### src/rtl/arbitro_memoria_pkg.sv
// rtl/arbitro_memoria_pkg.sv - shared types and defaults for the memory arbiter
package arbitro_memoria_pkg;

  localparam int DW_DEF = 64;
  localparam int AW_DEF = 64;

  typedef enum logic [1:0] {
    IDLE   = 2'd0,
    ACCESS = 2'd1,
    RESP   = 2'd2
  } state_t;

  typedef enum logic {
    INSTR = 1'b0,
    DATA  = 1'b1
  } grant_t;

  function automatic grant_t other_side(input grant_t g);
    return (g == INSTR) ? DATA : INSTR;
  endfunction

endpackage

### src/rtl/arbitro_memoria_if.sv
// rtl/arbitro_memoria_if.sv - requester handshakes plus the shared memory port
interface arbitro_memoria_if
  import arbitro_memoria_pkg::*;
#(
  parameter int DW = DW_DEF,
  parameter int AW = AW_DEF
);

  logic          i_req;
  logic [AW-1:0] i_addr;
  logic          i_ack;
  logic [DW-1:0] i_rdata;

  logic          d_req;
  logic          d_we;
  logic [AW-1:0] d_addr;
  logic [DW-1:0] d_wdata;
  logic          d_ack;
  logic [DW-1:0] d_rdata;

  logic          mem_we;
  logic [AW-1:0] mem_a;
  logic [DW-1:0] mem_wd;
  logic [DW-1:0] mem_rd;

  logic          busy;

  // The arbiter side.
  modport slave (
    input  i_req, i_addr, d_req, d_we, d_addr, d_wdata, mem_rd,
    output i_ack, i_rdata, d_ack, d_rdata, mem_we, mem_a, mem_wd, busy
  );

  // Requesters and the memory, seen from outside the arbiter.
  modport master (
    output i_req, i_addr, d_req, d_we, d_addr, d_wdata, mem_rd,
    input  i_ack, i_rdata, d_ack, d_rdata, mem_we, mem_a, mem_wd, busy
  );

endinterface

### src/rtl/arbitro_memoria_selector_rr.sv
// rtl/arbitro_memoria_selector_rr.sv - combinational two-way round-robin picker
module arbitro_memoria_selector_rr
  import arbitro_memoria_pkg::*;
(
  input  logic   i_req_i,
  input  logic   d_req_i,
  input  grant_t last_grant_i,
  output logic   grant_valid_o,
  output grant_t grant_o
);

  always_comb begin
    grant_valid_o = i_req_i | d_req_i;
    grant_o       = INSTR;
    // On a tie the side that did not win last time goes next.
    if (i_req_i && d_req_i) begin
      grant_o = other_side(last_grant_i);
    end else if (d_req_i) begin
      grant_o = DATA;
    end
  end

endmodule

### src/rtl/arbitro_memoria.sv
// rtl/arbitro_memoria.sv - shares one data memory between fetch and load/store
// One access cycle per transaction, registered read data and a one-cycle ack.
module arbitro_memoria
  import arbitro_memoria_pkg::*;
#(
  parameter int DW = DW_DEF,
  parameter int AW = AW_DEF
)(
  input logic               clk,
  input logic               reset,
  arbitro_memoria_if.slave  bus
);

  state_t        state_q;
  grant_t        last_grant_q;
  grant_t        grant_q;
  logic          we_q;
  logic          mem_we_q;
  logic [AW-1:0] mem_a_q;
  logic [DW-1:0] mem_wd_q;
  logic [DW-1:0] i_rdata_q;
  logic [DW-1:0] d_rdata_q;
  logic          i_ack_q;
  logic          d_ack_q;
  logic          busy_q;

  logic          grant_valid;
  grant_t        grant_sel;

  arbitro_memoria_selector_rr u_selector_rr (
    .i_req_i       (bus.i_req),
    .d_req_i       (bus.d_req),
    .last_grant_i  (last_grant_q),
    .grant_valid_o (grant_valid),
    .grant_o       (grant_sel)
  );

  always_ff @(posedge clk or posedge reset) begin
    if (reset) begin
      state_q      <= IDLE;
      last_grant_q <= INSTR;
      grant_q      <= INSTR;
      we_q         <= 1'b0;
      mem_we_q     <= 1'b0;
      mem_a_q      <= '0;
      mem_wd_q     <= '0;
      i_rdata_q    <= '0;
      d_rdata_q    <= '0;
      i_ack_q      <= 1'b0;
      d_ack_q      <= 1'b0;
      busy_q       <= 1'b0;
    end else begin
      case (state_q)
        IDLE: begin
          if (grant_valid) begin
            grant_q      <= grant_sel;
            last_grant_q <= grant_sel;
            busy_q       <= 1'b1;
            state_q      <= ACCESS;
            if (grant_sel == DATA) begin
              mem_a_q  <= bus.d_addr;
              mem_wd_q <= bus.d_wdata;
              we_q     <= bus.d_we;
              mem_we_q <= bus.d_we;
            end else begin
              mem_a_q  <= bus.i_addr;
              we_q     <= 1'b0;
              mem_we_q <= 1'b0;
            end
          end
        end
        ACCESS: begin
          // The memory commits a store on this edge; reads are captured here.
          mem_we_q <= 1'b0;
          if (!we_q) begin
            if (grant_q == DATA) begin
              d_rdata_q <= bus.mem_rd;
            end else begin
              i_rdata_q <= bus.mem_rd;
            end
          end
          i_ack_q <= (grant_q == INSTR);
          d_ack_q <= (grant_q == DATA);
          state_q <= RESP;
        end
        RESP: begin
          i_ack_q <= 1'b0;
          d_ack_q <= 1'b0;
          busy_q  <= 1'b0;
          state_q <= IDLE;
        end
        default: begin
          mem_we_q <= 1'b0;
          i_ack_q  <= 1'b0;
          d_ack_q  <= 1'b0;
          busy_q   <= 1'b0;
          state_q  <= IDLE;
        end
      endcase
    end
  end

  assign bus.mem_we  = mem_we_q;
  assign bus.mem_a   = mem_a_q;
  assign bus.mem_wd  = mem_wd_q;
  assign bus.i_ack   = i_ack_q;
  assign bus.d_ack   = d_ack_q;
  assign bus.i_rdata = i_rdata_q;
  assign bus.d_rdata = d_rdata_q;
  assign bus.busy    = busy_q;

endmodule

### src/flat_wrapper.sv
// flat-port wrapper written by rule: the top's interface ports become plain ports
module arbitro_memoria_flat import arbitro_memoria_pkg::*;
#(
  parameter int DW = DW_DEF,
  parameter int AW = AW_DEF
)
  (clk, reset, bus_i_req, bus_i_addr, bus_d_req, bus_d_we, bus_d_addr, bus_d_wdata, bus_mem_rd, bus_i_ack, bus_i_rdata, bus_d_ack, bus_d_rdata, bus_mem_we, bus_mem_a, bus_mem_wd, bus_busy);
  arbitro_memoria_if #(.DW(DW), .AW(AW)) bus_i ();
  input logic clk;
  input logic reset;
  input wire logic [$bits(bus_i.i_req)-1:0] bus_i_req;
  input wire logic [$bits(bus_i.i_addr)-1:0] bus_i_addr;
  input wire logic [$bits(bus_i.d_req)-1:0] bus_d_req;
  input wire logic [$bits(bus_i.d_we)-1:0] bus_d_we;
  input wire logic [$bits(bus_i.d_addr)-1:0] bus_d_addr;
  input wire logic [$bits(bus_i.d_wdata)-1:0] bus_d_wdata;
  input wire logic [$bits(bus_i.mem_rd)-1:0] bus_mem_rd;
  output wire logic [$bits(bus_i.i_ack)-1:0] bus_i_ack;
  output wire logic [$bits(bus_i.i_rdata)-1:0] bus_i_rdata;
  output wire logic [$bits(bus_i.d_ack)-1:0] bus_d_ack;
  output wire logic [$bits(bus_i.d_rdata)-1:0] bus_d_rdata;
  output wire logic [$bits(bus_i.mem_we)-1:0] bus_mem_we;
  output wire logic [$bits(bus_i.mem_a)-1:0] bus_mem_a;
  output wire logic [$bits(bus_i.mem_wd)-1:0] bus_mem_wd;
  output wire logic [$bits(bus_i.busy)-1:0] bus_busy;
  assign bus_i.i_req = bus_i_req;
  assign bus_i.i_addr = bus_i_addr;
  assign bus_i.d_req = bus_d_req;
  assign bus_i.d_we = bus_d_we;
  assign bus_i.d_addr = bus_d_addr;
  assign bus_i.d_wdata = bus_d_wdata;
  assign bus_i.mem_rd = bus_mem_rd;
  assign bus_i_ack = bus_i.i_ack;
  assign bus_i_rdata = bus_i.i_rdata;
  assign bus_d_ack = bus_i.d_ack;
  assign bus_d_rdata = bus_i.d_rdata;
  assign bus_mem_we = bus_i.mem_we;
  assign bus_mem_a = bus_i.mem_a;
  assign bus_mem_wd = bus_i.mem_wd;
  assign bus_busy = bus_i.busy;
  arbitro_memoria #(.DW(DW), .AW(AW)) u_core (.clk(clk), .reset(reset), .bus(bus_i));
endmodule
### config.mk
export PLATFORM = sky130hd
export DESIGN_NAME = arbitro_memoria_flat
export DESIGN_NICKNAME = d
export VERILOG_FILES = /design/src/rtl/arbitro_memoria_pkg.sv /design/src/rtl/arbitro_memoria_if.sv /design/src/rtl/arbitro_memoria_selector_rr.sv /design/src/rtl/arbitro_memoria.sv /design/src/flat_wrapper.sv
export SDC_FILE = /design/constraint.sdc
export NUM_CORES = 1
export LEC_CHECK = 0
export CAP_MARGIN = 20
export CORE_AREA = 2 2 202 204
export CTS_CLUSTER_DIAMETER = 50
export DETAILED_ROUTE_END_ITERATION = 6
export DIE_AREA = 0 0 204 206
export GPL_TIMING_DRIVEN = 0
export PLACE_DENSITY = 0.67
export SETUP_SLACK_MARGIN = 0.05
export SLEW_MARGIN = 5
export SYNTH_ARGS = -nofsm -noshare
export SYNTH_HDL_FRONTEND = slang
export SYNTH_SLANG_ARGS = --single-unit
### constraint.sdc
create_clock -name clk -period 19.4 [get_ports clk]
set_input_delay 3.88 -clock clk [delete_from_list [all_inputs] [get_ports clk]]
set_output_delay 3.88 -clock clk [all_outputs]
set_load 0.005 [all_outputs]
==> impl_metrics.tcl, run 1 <==
set metrics [dict create \
    status "finished clean" \
    fin_worst_skew_ns 0.0125 \
    clkSlewWorstSetupHoldPaths_ns 0.05 \
    die_w_um 204 \
    cts_max_level 2 \
    cts_tree "done" \
    ys_types 23 \
    antenna_left 0 \
    tightest_slew_ns 0.701 \
    io_pins 521 \
    cts_resized 0 \
    grt_max_degree 108 \
    setup-violations-final 0 \
    yosysWarningCount 0 \
    syn_area_um2 11000 \
    grt_pass1_wl_um 54000 \
    p_leak_nw 7.64 \
    synthDominantCellAreaShare_pct 59.9 \
    vias 8528 \
    holdBufCountCts 0 \
    drc 0 \
    rsz0062_at_grt "false" \
    placementRows 74 \
    clk_latency_ns 0.52 \
    powerDensity_nw_per_um2 169 \
    place_area_um2 17000 \
    dp.cells 1847 \
    busiest_layer "met2" \
    place.gp.congestion 0.849 \
    slowest_stage "clkdlybuf4s50_1" \
    fin_tns_setup_ns 0 \
    postLayoutCellArea_um2 18200 \
    max_slew_margin_pct 53.2 \
    critPathCaptureType "output port" \
    crit_arrival_ns 1.53 \
    syn_avg_cell_area_um2 13.9 \
    yosysSeqAreaShare_pct 59.9 \
    vias_per_cell 4.46 \
    cts_buffer_depth 3 \
    initial_core_util_pct 27.5 \
    drv_slew 0 \
    worstPathCellList "clkdlybuf4s50_1" \
    drt_iter0_drc 314 \
    fmax_mhz 185 \
    critPathMaxFanout 2 \
    avgRoutedWirePerCell_um 19.2 \
    use_met3_pct 5.35 \
    cp.required_ns 15.52 \
    cp_top_family "buffers and inverters" \
    max_cap_violations 0 \
    peakVddDrop_mv 0.0704 \
    root_buffer "clkbuf_16" \
    drt_wl_total_um 36700 \
    cpPeakStageDelay_ns 0.66 \
    met2_usage_pct 28.6 \
    finalCriticalPeriod_ns 5.41 \
    clock_sinks 264 \
    antenna_found_initial 0 \
    startpoint_type "flip-flop" \
    cts-buffers-inserted 37 \
    finalCritPeriodShare_pct 27.9 \
    synth.largest_area_cell "dfrtp_1" \
    synth-seq-cells 264 \
    grtUsageTotal_pct 16.9 \
    antennaDiodeCount 0 \
    holdCritPathClass "reg -> reg" \
    drive_gt1_share_pct 21.2 \
    syn-num-nets 1054 \
    crit_buf_inv 1 \
    die_area_um2 42000 \
    post_cts_buffers 0 \
    chipHeight_um 206 \
    coreArea_um2 40200 \
    fin_nets 1615 \
    grt_overflow 0 \
    synthCells 793 \
    finalHoldViolCount 0 \
    stdcell_count 1912 \
    grt_pass1_vias 9043 \
    syn_to_final_growth_pct 64.7 \
    io_buffer_count 520 \
    netlist_top_cells_area "dfrtp_1 60%, mux2_4 16%, mux2_2 7.3%" \
    total_power_w 0.00307 \
    dr.pass1.iters 4 \
    gr-usage-met1_pct 20.3 \
    dp_hpwl_um 27600 \
    fillCellCount 3657 \
    criticalPathCategory "reg -> out" \
]
-- synth_stat cells --
library cell and count:
buf_1 7, dfrtp_1 264, a21bo_2 1, inv_1 5, a21boi_1 1, nor2b_4 1, a21oi_1 65, nor3b_2 2
clkbuf_1 15, buf_2 16, o2bb2ai_1 1, or2_2 1, mux2_2 72, buf_12 12, nor2_1 4, buf_6 2
a31oi_1 64, o21ai_0 3, buf_4 4, mux2_4 120, mux2i_1 2, nand2_1 130, or3_1 1
-- kinds of logic (layout without fill, tap and decap cells) --
logic type             after synthesis  count (layout)  share of synthesized area, %
AND/OR/NAND/NOR                    139             139                          5.02
flip-flops                         264             264                          59.9
AO/OA/AOI/OAI                      135             135                          6.95
buffers and inverters               61             648                          4.30
multiplexers                       194             194                          23.9
-- flip-flops by register name (all words and copies together) (netlist names) --
name / flops
u_core.bus.mem_a: 64
u_core.bus.mem_wd: 64
u_core.last_grant_q: 1
u_core.bus.d_rdata: 64
u_core.we_q: 1
u_core.bus.busy: 1
u_core.bus.i_rdata: 64
u_core.bus.d_ack: 1
u_core.state_q: 2
u_core.bus.i_ack: 1
u_core.bus.mem_we: 1
-- final timing paths --
kind | to | cells past startpoint | slack, ns | startpoint
worst min-delay path | u_core.bus.i_rdata[61] | 1 | 0.50 | u_core.bus.i_rdata[61]
worst max register to register | u_core.bus.mem_a[52] | 5 | 17.51 | u_core.state_q[1]
max in group asynchronous | u_core.bus.mem_wd[34] | 3 | 14.71 | reset
min in group asynchronous | u_core.bus.i_rdata[9] | 2 | 3.78 | reset
worst max-delay path | bus_d_ack | 1 | 13.99 | u_core.bus.d_ack
worst min register to register | u_core.bus.i_rdata[61] | 1 | 0.50 | u_core.bus.i_rdata[61]
-- stage by stage --
step	hold slack [ns]	setup slack, ns	util, %
detailed placement	0.492	13.52	42.2
finish	0.501	13.99	45.2
global route	0.513	13.88	45.2
global placement	0.488	4.71	42.1
CTS	0.505	13.89	45.2
floorplan	0.494	8.25	-
-- worst reg2reg max path, delay by kind of cell (launching register included) --
| family | cells | cell delay [ns] |
|---|---|---|
| buffers and inverters | 2 | 0.84 |
| DFF | 1 | 0.47 |
| AOI/OAI and AO/OA | 2 | 0.31 |
| and+or+nand+nor | 1 | 0.20 |
-- placed cells by master (no fill, tap or decap), drive strengths merged --
cell / count
a21bo: 1
a21boi: 1
a21oi: 65
a31oi: 64
buf: 43
bufinv: 1
clkbuf: 67
clkdlybuf4s50: 520
clkinv: 6
clkinvlp: 2
dfrtp: 264
inv: 9
mux2: 192
mux2i: 2
nand2: 130
nor2: 4
nor2b: 1
nor3b: 2
o21ai: 3
o2bb2ai: 1
or2: 1
or3: 1
-- layout make-up --
class	count	area [um^2]	share of cell area, %
Tap cell	532	666	3.66
Timing Repair Buffer	522	5260	28.9
Buffer	56	455	2.51
Inverter	5	26.3	0.145
Multi-Input combinational cell	468	3950	21.8
Sequential cell	264	6610	36.3
Clock inverter	13	124	0.681
Clock buffer	52	1080	5.97
-- report_power, final --
group	internal [W]	switching, W
clock network	0.000406	0.000252
registers	0.000838	0.000167
logic	0.000921	0.000491
total	0.00216	0.000910
-- routing by layer --
layer / share of wire (%) / up-vias
li1: - / 3911
met1: 40 / 4149
met2: 48 / 400
met3: 8.4 / 68
met4: 3.0 / 0
met5: 0 / -
(Power assumes the default switching activity.)
==> run 2: changes to the inputs <==
--- a/config.mk
+++ b/config.mk
@@ -6,12 +6,12 @@
 export NUM_CORES = 1
 export LEC_CHECK = 0
 export CAP_MARGIN = 20
-export CORE_AREA = 2 2 202 204
+export CORE_AREA = 2 2 204 206
 export CTS_CLUSTER_DIAMETER = 50
 export DETAILED_ROUTE_END_ITERATION = 6
-export DIE_AREA = 0 0 204 206
+export DIE_AREA = 0 0 206 208
 export GPL_TIMING_DRIVEN = 0
-export PLACE_DENSITY = 0.67
+export PLACE_DENSITY = 0.68
 export SETUP_SLACK_MARGIN = 0.05
 export SLEW_MARGIN = 5
 export SYNTH_ARGS = -nofsm -noshare
==> constraint.sdc (replaced) <==
create_clock -name clk -period 4.7 [get_ports clk]
set_input_delay 0.94 -clock clk [delete_from_list [all_inputs] [get_ports clk]]
set_output_delay 0.94 -clock clk [all_outputs]
set_load 0.005 [all_outputs]
==> run 2 against run 1 <==
Clock skew is 0.0021 ns higher. Clock-buffer cell count is 1 higher. Die area is 2.0% higher. Routed wire length is 0.76% lower. Flip-flop and latch count stayed put. Total power grew to 4.1 times the previous value. Global-route usage is 0.33 points lower. Sequential power grew to 4.2 times the previous value. Critical path type unchanged. Critical endpoint unchanged. Largest cell class unchanged.
==> impl_metrics.tcl, run 2 (same netlist as run 1, synthesis figures left out) <==
set metrics [dict create \
    status "finished clean" \
    place_area_um2 17000 \
    rsz0062_at_grt "false" \
    cts_resized 0 \
    setup-violations-final 0 \
    dp_hpwl_um 28600 \
    clk_latency_ns 0.52 \
    vias 8575 \
    p_sw_share_pct 29.5 \
    placementRows 74 \
    power_frac_comb_pct 46.2 \
    avgRoutedWirePerCell_um 19.0 \
    grtUsageTotal_pct 16.6 \
    io_pins 521 \
    drt_wl_total_um 36400 \
    p_leak_nw 7.66 \
    tightest_slew_ns 0.694 \
    power.switching_w 0.00372 \
    clock_sinks 264 \
    die_w_um 206 \
    holdBufCountCts 0 \
    chipHeight_um 208 \
    drive_gt1_share_pct 21.2 \
    cpPeakStageDelay_ns 0.66 \
    grt_max_degree 41 \
    critPathMaxFanout 2 \
    crit_arrival_ns 1.54 \
    cts_tree "done" \
    mostFrequentLayoutCells "520 x clkdlybuf4s50_1, 264 x dfrtp_1, 130 x nand2_1" \
    max_cap_violations 0 \
    root_buffer "clkbuf_16" \
    criticalPathCategory "reg -> out" \
    p_int_w 0.00890 \
    layout_commonest_cell "clkdlybuf4s50_1" \
    cp_top_family "buffers and inverters" \
    fin_worst_skew_ns 0.0146 \
    antenna_found_initial 1 \
    cp.required_ns 3.76 \
    clkPwrFrac_pct 20.8 \
    post_cts_buffers 0 \
    crit_buf_inv 1 \
    drc 0 \
    antenna_left 0 \
    cts_max_level 2 \
    slowest_stage "clkdlybuf4s50_1" \
    finalCritPeriodShare_pct 52.7 \
    r2r_start "u_core.state_q[0]" \
    coreArea_um2 40600 \
    cts_buffer_depth 3 \
    clkSlewWorstSetupHoldPaths_ns 0.05 \
    use_met3_pct 5.31 \
    finalCriticalPeriod_ns 2.48 \
    fin_tns_setup_ns 0 \
    vias_per_cell 4.48 \
    grt_pass1_wl_um 54400 \
    worstPathCellList "clkdlybuf4s50_1" \
    drt_iter0_drc 279 \
    dr.pass1.iters 4 \
    io_buffer_count 520 \
    critPathLaunch "u_core.bus.d_ack" \
    total_power_w 0.0126 \
    fmax_mhz 403 \
    syn_to_final_growth_pct 65.1 \
    worstHoldStart "u_core.bus.d_rdata[20]" \
    powerDensity_nw_per_um2 693 \
    critPathCaptureType "output port" \
    fin_nets 1618 \
    peakVddDrop_mv 0.321 \
    finalHoldViolCount 0 \
    drv_slew 0 \
    gr-usage-met1_pct 18.4 \
    die_area_um2 42800 \
    seqPwrFrac_pct 33.0 \
    cts-buffers-inserted 35 \
    holdCritPathClass "reg -> reg" \
    postLayoutCellArea_um2 18200 \
    met2_usage_pct 29.3 \
    grt_overflow 0 \
    busiest_layer "met2" \
    place.gp.congestion 0.844 \
    startpoint_type "flip-flop" \
    initial_core_util_pct 27.2 \
    max_slew_margin_pct 53.7 \
    grt_pass1_vias 8999 \
]
run 2: final timing paths:
check / slack [ns] / cells past startpoint / to
setup / recovery: 2.22 / 1 / bus_d_ack
hold / removal: 0.50 / 1 / u_core.bus.d_rdata[20]
setup reg to reg: 2.87 / 5 / u_core.bus.i_rdata[30]
hold reg to reg: 0.50 / 1 / u_core.bus.d_rdata[20]
max in group asynchronous: 2.48 / 6 / u_core.bus.d_rdata[48]
min in group asynchronous: 0.87 / 2 / u_core.bus.mem_wd[47]
run 2: power by group through the flow:
stage	combinational [W]	clock [W]	sequential, W
after floorplan	0.00255	0	0.00417
after global placement	0.00583	0	0.00414
after detailed placement	0.00589	0	0.00418
after CTS	0.00593	0.00271	0.00417
after global routing	0.00624	0.00280	0.00431
final	0.00583	0.00263	0.00416
run 2: cell type report:
class / count / area (um^2)
clock buffers: 53 / 1070
diodes: 1 / 2.50
inverters: 5 / 22.5
plain buffers: 56 / 455
multi-input cells: 468 / 3950
fillers: 3754 / 22300
clock inverters: 7 / 86.3
flip-flops and latches: 264 / 6610
repair buffers: 527 / 5350
well taps: 532 / 666
run 2: layer usage:
metal / part of all wire [%] / up-vias
li1: - / 3918
met1: 37 / 4189
met2: 50 / 402
met3: 9.2 / 66
met4: 3.1 / 0
met5: 0 / -
run 2: through the flow:
stage                     hold slack [ns]  setup slack (ns)  std cells  utilization, %
final                               0.505              2.22       1913            44.9
after global placement              0.488             -1.77       1845            41.7
after floorplan                     0.494             0.276        793               -
after global routing                0.519              2.14       1913            44.9
after CTS                           0.506              2.15       1912            44.9
after detailed placement            0.492              1.86       1852            42.0
==> run 3: changes to the inputs <==
==> constraint.sdc (replaced) <==
create_clock -name clk -period 2.2 [get_ports clk]
set_input_delay 0.44 -clock clk [delete_from_list [all_inputs] [get_ports clk]]
set_output_delay 0.44 -clock clk [all_outputs]
set_load 0.005 [all_outputs]
==> results of run 3 <==
Same layout as run 2 (identical final DEF). Status: finished clean.
Among the figures that moved: setup slack after placement 1.86 ns -> -0.136 ns; clock-pin slew on the worst setup and hold paths 0.05 ns -> 0.06 ns; setup slack after layout 2.22 ns -> 0.221 ns; hold slack 0.505 ns -> 0.366 ns; register-to-register setup slack 2.87 ns -> 0.37 ns; total power 0.0126 W -> 0.0270 W; worst IR drop on VDD 0.321 mV -> 0.686 mV
